### config.mk
export PLATFORM = sky130hd
export DESIGN_NAME = pipeline_hazard_ctrl
export DESIGN_NICKNAME = d
export VERILOG_FILES = /design/src/rtl/pipeline_hazard_ctrl.sv
export SDC_FILE = /design/constraint.sdc
export NUM_CORES = 1
export LEC_CHECK = 0
export ABC_AREA = 1
export BUFFER_PORTS_ARGS = -buffer_cell sky130_fd_sc_hd__buf_2
export CORE_MARGIN = 2
export CORE_UTILIZATION = 40
export CTS_CLUSTER_DIAMETER = 30
export DETAILED_ROUTE_END_ITERATION = 10
export HOLD_SLACK_MARGIN = 0.02
export PLACE_DENSITY = 0.72
export SLEW_MARGIN = 20
export SYNTH_ARGS = -nofsm -noshare
export SYNTH_HDL_FRONTEND = slang
export SYNTH_SLANG_ARGS = --single-unit
### constraint.sdc
create_clock -name clock -period 2.5 [get_ports clock]
set_clock_uncertainty 0.1 [all_clocks]
set_input_delay 0.25 -clock clock [delete_from_list [all_inputs] [get_ports clock]]
set_output_delay 0.25 -clock clock [all_outputs]
set_load 0.02 [all_outputs]
### src/rtl/pipeline_hazard_ctrl.sv
// Pipeline sequencing controller: RAW stall detection against EX/WB writers and
// drain-to-WB resolution of control transfers, with saturating stall/flush counters.
module pipeline_hazard_ctrl #(
    parameter int CNT_W = 16
) (
    input  logic             clock,
    input  logic             reset_n,
    input  logic [3:0]       id_opcode,
    input  logic [5:0]       id_rs,
    input  logic [5:0]       id_rt,
    input  logic             ex_regwrt,
    input  logic [5:0]       ex_rd,
    input  logic             wb_regwrt,
    input  logic [5:0]       wb_rd,
    input  logic             wb_redirect,
    output logic             pc_write,
    output logic             ifid_write,
    output logic             ifid_flush,
    output logic             idex_flush,
    output logic             ctl_busy,
    output logic [CNT_W-1:0] stall_cycles,
    output logic [CNT_W-1:0] flush_cycles
);

    localparam logic [3:0] OP_NOP = 4'b0000;
    localparam logic [3:0] OP_J   = 4'b1000;
    localparam logic [3:0] OP_BRZ = 4'b1001;
    localparam logic [3:0] OP_BRN = 4'b1010;
    localparam logic [3:0] OP_JM  = 4'b1110;

    // state | meaning
    // BOOT  | first cycle after reset, pipe filled with NOPs
    // RUN   | normal issue, data stalls handled here
    // BR_EX | control transfer in EX, keep killing fetches
    // BR_WB | control transfer in WB, redirect or resume at branch+1
    typedef enum logic [1:0] {
        BOOT  = 2'd0,
        RUN   = 2'd1,
        BR_EX = 2'd2,
        BR_WB = 2'd3
    } state_t;

    state_t state, state_nxt;
    logic   hazard;
    logic   is_ctl;
    logic   stall;

    assign hazard = (id_opcode != OP_NOP) &&
                    ((ex_regwrt && (ex_rd == id_rs || ex_rd == id_rt)) ||
                     (wb_regwrt && (wb_rd == id_rs || wb_rd == id_rt)));

    assign is_ctl = (id_opcode == OP_J) || (id_opcode == OP_BRZ) ||
                    (id_opcode == OP_BRN) || (id_opcode == OP_JM);

    always_ff @(posedge clock or negedge reset_n) begin
        if (!reset_n) begin
            state <= BOOT;
        end else begin
            state <= state_nxt;
        end
    end

    always_comb begin
        state_nxt  = state;
        pc_write   = 1'b0;
        ifid_write = 1'b1;
        ifid_flush = 1'b1;
        idex_flush = 1'b1;
        stall      = 1'b0;
        case (state)
            BOOT: begin
                state_nxt = RUN;
            end
            RUN: begin
                if (hazard) begin
                    // Data stall wins over a control op sitting in ID.
                    ifid_write = 1'b0;
                    ifid_flush = 1'b0;
                    stall      = 1'b1;
                end else if (is_ctl) begin
                    idex_flush = 1'b0;
                    state_nxt  = BR_EX;
                end else begin
                    pc_write   = 1'b1;
                    ifid_flush = 1'b0;
                    idex_flush = 1'b0;
                end
            end
            BR_EX: begin
                state_nxt = BR_WB;
            end
            BR_WB: begin
                pc_write   = wb_redirect;
                ifid_flush = wb_redirect;
                state_nxt  = RUN;
            end
            default: begin
                state_nxt = BOOT;
            end
        endcase
    end

    assign ctl_busy = (state != RUN);

    always_ff @(posedge clock or negedge reset_n) begin
        if (!reset_n) begin
            stall_cycles <= '0;
            flush_cycles <= '0;
        end else begin
            if (stall && !(&stall_cycles)) begin
                stall_cycles <= stall_cycles + 1'b1;
            end
            if (ifid_flush && (state != BOOT) && !(&flush_cycles)) begin
                flush_cycles <= flush_cycles + 1'b1;
            end
        end
    end

endmodule
==> flow_summary.ini <==
[status]
status = finished clean

[global_routing]
grt_max_degree = 35
grt_pass1_wl_um = 9510
groute.usage.overall_pct = 16.1
first_global_vias = 2266
grt.overflow.total = 0
antenna_found_initial = 0

[drt]
drtIter0Drc = 117
vias_per_cell = 4.78
vias = 2531
drt_first_pass_iters = 4
postRouteAntennaNets = 0
avgRoutedWirePerCell_um = 10.4
routed_wl_um = 5510
drc = 0

[timing]
post-route-min-period_ns = 2.14
fmax_ghz = 0.467
fin_hold_ws_ns = 0.415
slew_headroom_pct = 50.6
fin_crit_sh_pct = 85.7
drv_slew = 0
rsz0062_at_grt = false
hold_violations = 0
final-setup-viol-count = 0
worstMarginPinSlew_ns = 0.741
tns_ns = 0

[clock_tree]
cts_buffers = 5
path_clk_slew_ns = 0.07
cts_resized = 0
htreeDepth = 2
cts_root_buffer = clkbuf_8
clk-insertion-delay-late_ns = 0.28
clock-sinks = 34
cts_tree = yes
cts_buffer_depth = 2

[critical_path]
r2r_slack_ns = 0.36
required_ns = 2.57
cp_max_fo = 13
crit_path_end_kind = flip-flop
criticalPathCategory = reg -> reg
critPathMaxStageDelay_ns = 0.43
rr_worst_depth = 9
slowest_stage = dfrtp_1
critPathArrivalTime_ns = 2.21
cp-start-kind = flip-flop
path_cells = ha_1 > nand3_1 > nor2_1 > nand4_1 > clkinv_1 > a21oi_4 > buf_4 > nand2_2 > xnor2_2

[logic_synthesis]
ys_types = 25
synth_area_leaders = dfrtp_1, nand2_1, inv_1
synth_seq_area_share_pct = 34.0
synth_edf_count = 0
synth_most_common_cell = nand2_1
synth_nets = 418
ys.flop_type = dfrtp_1
avgSynthCellArea_um2 = 6.58
ys_async_sr_fraction_pct = 100
synth_top_area_share_pct = 34.0
synth_area_leader_cell = dfrtp_1
ys.warnings.count = 0
synth_area_mm2 = 0.00250
ys_top_cells_by_count = nand2_1, inv_1, dfrtp_1, nor2_1, nand3_1
ys_ff_latch = 34
postSynthCellCount = 380

[die]
fp.dieArea_mm2 = 0.00690
dieWidth_um = 83.1
coreArea_mm2 = 0.00599
io_pins = 70
die_y_um = 83.1
start_util_pct = 41.7
fp-row-count = 28

[pwr]
peakVddDrop_v = 0.000592
p_seq_share_pct = 35.4
power.share.clock_pct = 18.0
p_per_area_mw_per_mm2 = 780
p_switching_uw = 1080
swShare_pct = 45.9
comb_power_share_pct = 46.6
leakage_uw = 0.00174
intPower_uw = 1280

[placed_design]
port_buffers = 69
dp_hpwl_um = 4360
globalplace.congestion = 0.878

[cells_and_area]
drive_gt1_share_pct = 19.6
fill_cells = 599
nNetsFinal = 491
diodes = 0
syn2layout_area_growth_pct = 21.0

[worst_hold_path]
hp-class = reg -> reg
worstHoldPathCells = 2

[job]
drv_cap = 0
[through the flow]
| step | worst slack (ns) | instance area, um2 | instances | total power, uW | utilization [%] |
|---|---|---|---|---|---|
| after global routing | 0.173 | 3020 | 529 | 2550 | 50.5 |
| after detailed placement | 0.383 | 2920 | 520 | 1950 | 48.8 |
| final | 0.357 | 3020 | 529 | 2360 | 50.5 |
| after floorplan | 0.502 | 2500 | 380 | 1610 | - |
| after global placement | 0.457 | 2920 | 520 | 1930 | 48.8 |
| after CTS | 0.361 | 3020 | 529 | 2370 | 50.5 |
[worst max-delay path: cells and delay by family, from the launching register on]
kind / cells / cell delay, ns
flip-flops: 1 / 0.43
AO/OA/AOI/OAI: 1 / 0.33
XOR/XNOR: 1 / 0.14
adder cells (fa/ha/maj): 1 / 0.23
AND/OR/NAND/NOR: 4 / 0.44
buffers and inverters: 2 / 0.35
[kinds of logic (layout without fill, tap and decap cells)]
family | after synthesis | count (layout) | synth area share [%]
flops | 34 | 34 | 34.0
simple gates | 236 | 236 | 41.0
fa+ha+maj | 5 | 5 | 2.50
compound gates | 15 | 15 | 3.55
xor+xnor | 22 | 22 | 8.01
buf+inv | 68 | 142 | 10.9
[cells in the final DEF (no fill, tap or decap)]
cell type,Yosys,final
a21oi_4,1,1
and3_1,1,1
buf_2,1,69
buf_4,2,4
clkbuf_1,4,1
clkbuf_8,0,6
clkinv_1,1,1
clkinv_2,0,1
dfrtp_1,34,34
dlygate4sd3_1,0,1
ha_1,5,5
inv_1,59,59
nand2_1,143,143
nand2_2,2,2
nand3_1,23,23
nand3_2,4,4
nand4_1,21,21
nor2_1,25,25
nor3_1,13,13
nor4_1,3,3
o211ai_1,1,1
o21ai_0,12,12
o21ai_1,1,1
or2_2,1,1
xnor2_1,1,1
xnor2_2,1,1
xor2_1,20,20
[worst paths after layout]
kind	startpoint	to
max reg2reg	stall_cycles[0]	stall_cycles[3]
min	flush_cycles[15]	flush_cycles[15]
max in group asynchronous	reset_n	flush_cycles[8]
min in group asynchronous	reset_n	flush_cycles[12]
max	stall_cycles[0]	stall_cycles[3]
min reg2reg	flush_cycles[15]	flush_cycles[15]
[registers in the layout, summed over array words and instances (netlist names)]
signal / flops
state: 2
stall_cycles: 16
flush_cycles: 16
[layout make-up]
type                            count  area, um2  share of cell area [%]
Timing Repair Buffer               74        385                    12.7
Inverter                           60        225                    7.45
Sequential cell                    34        851                    28.1
Multi-Input combinational cell    278       1380                    45.6
Clock inverter                      1       5.00                   0.165
Clock buffer                        7       86.3                    2.85
Tap cell                           75       93.8                    3.10
[power by group through the flow]
| stage | clock network [uW] | logic (uW) | registers (uW) |
|---|---|---|---|
| 6_report | 425 | 1100 | 834 |
| 5_1_grt | 467 | 1230 | 858 |
| 3_5_place_dp | 0 | 1100 | 844 |
| 4_1_cts | 431 | 1110 | 834 |
| 2_1_floorplan | 0 | 649 | 965 |
| 3_3_place_gp | 0 | 1090 | 843 |
[per-layer routing]
metal	vias up	global-route usage (%)	part of all wire, %
met2	81	27.1	45
met5	-	0	0
met3	4	3.48	5.9
li1	1335	-	-
met1	1111	20.4	48
met4	0	5.07	0.92
[what timing repair did]
| item | 4_1_cts | 5_1_grt |
|---|---|---|
| endpoints found under the hold margin | 34 | 0 |
| hold buffers | 1 | 0 |
| buffers inserted | 0 | 0 |
Note: power is estimated with default switching activity, not from simulation.
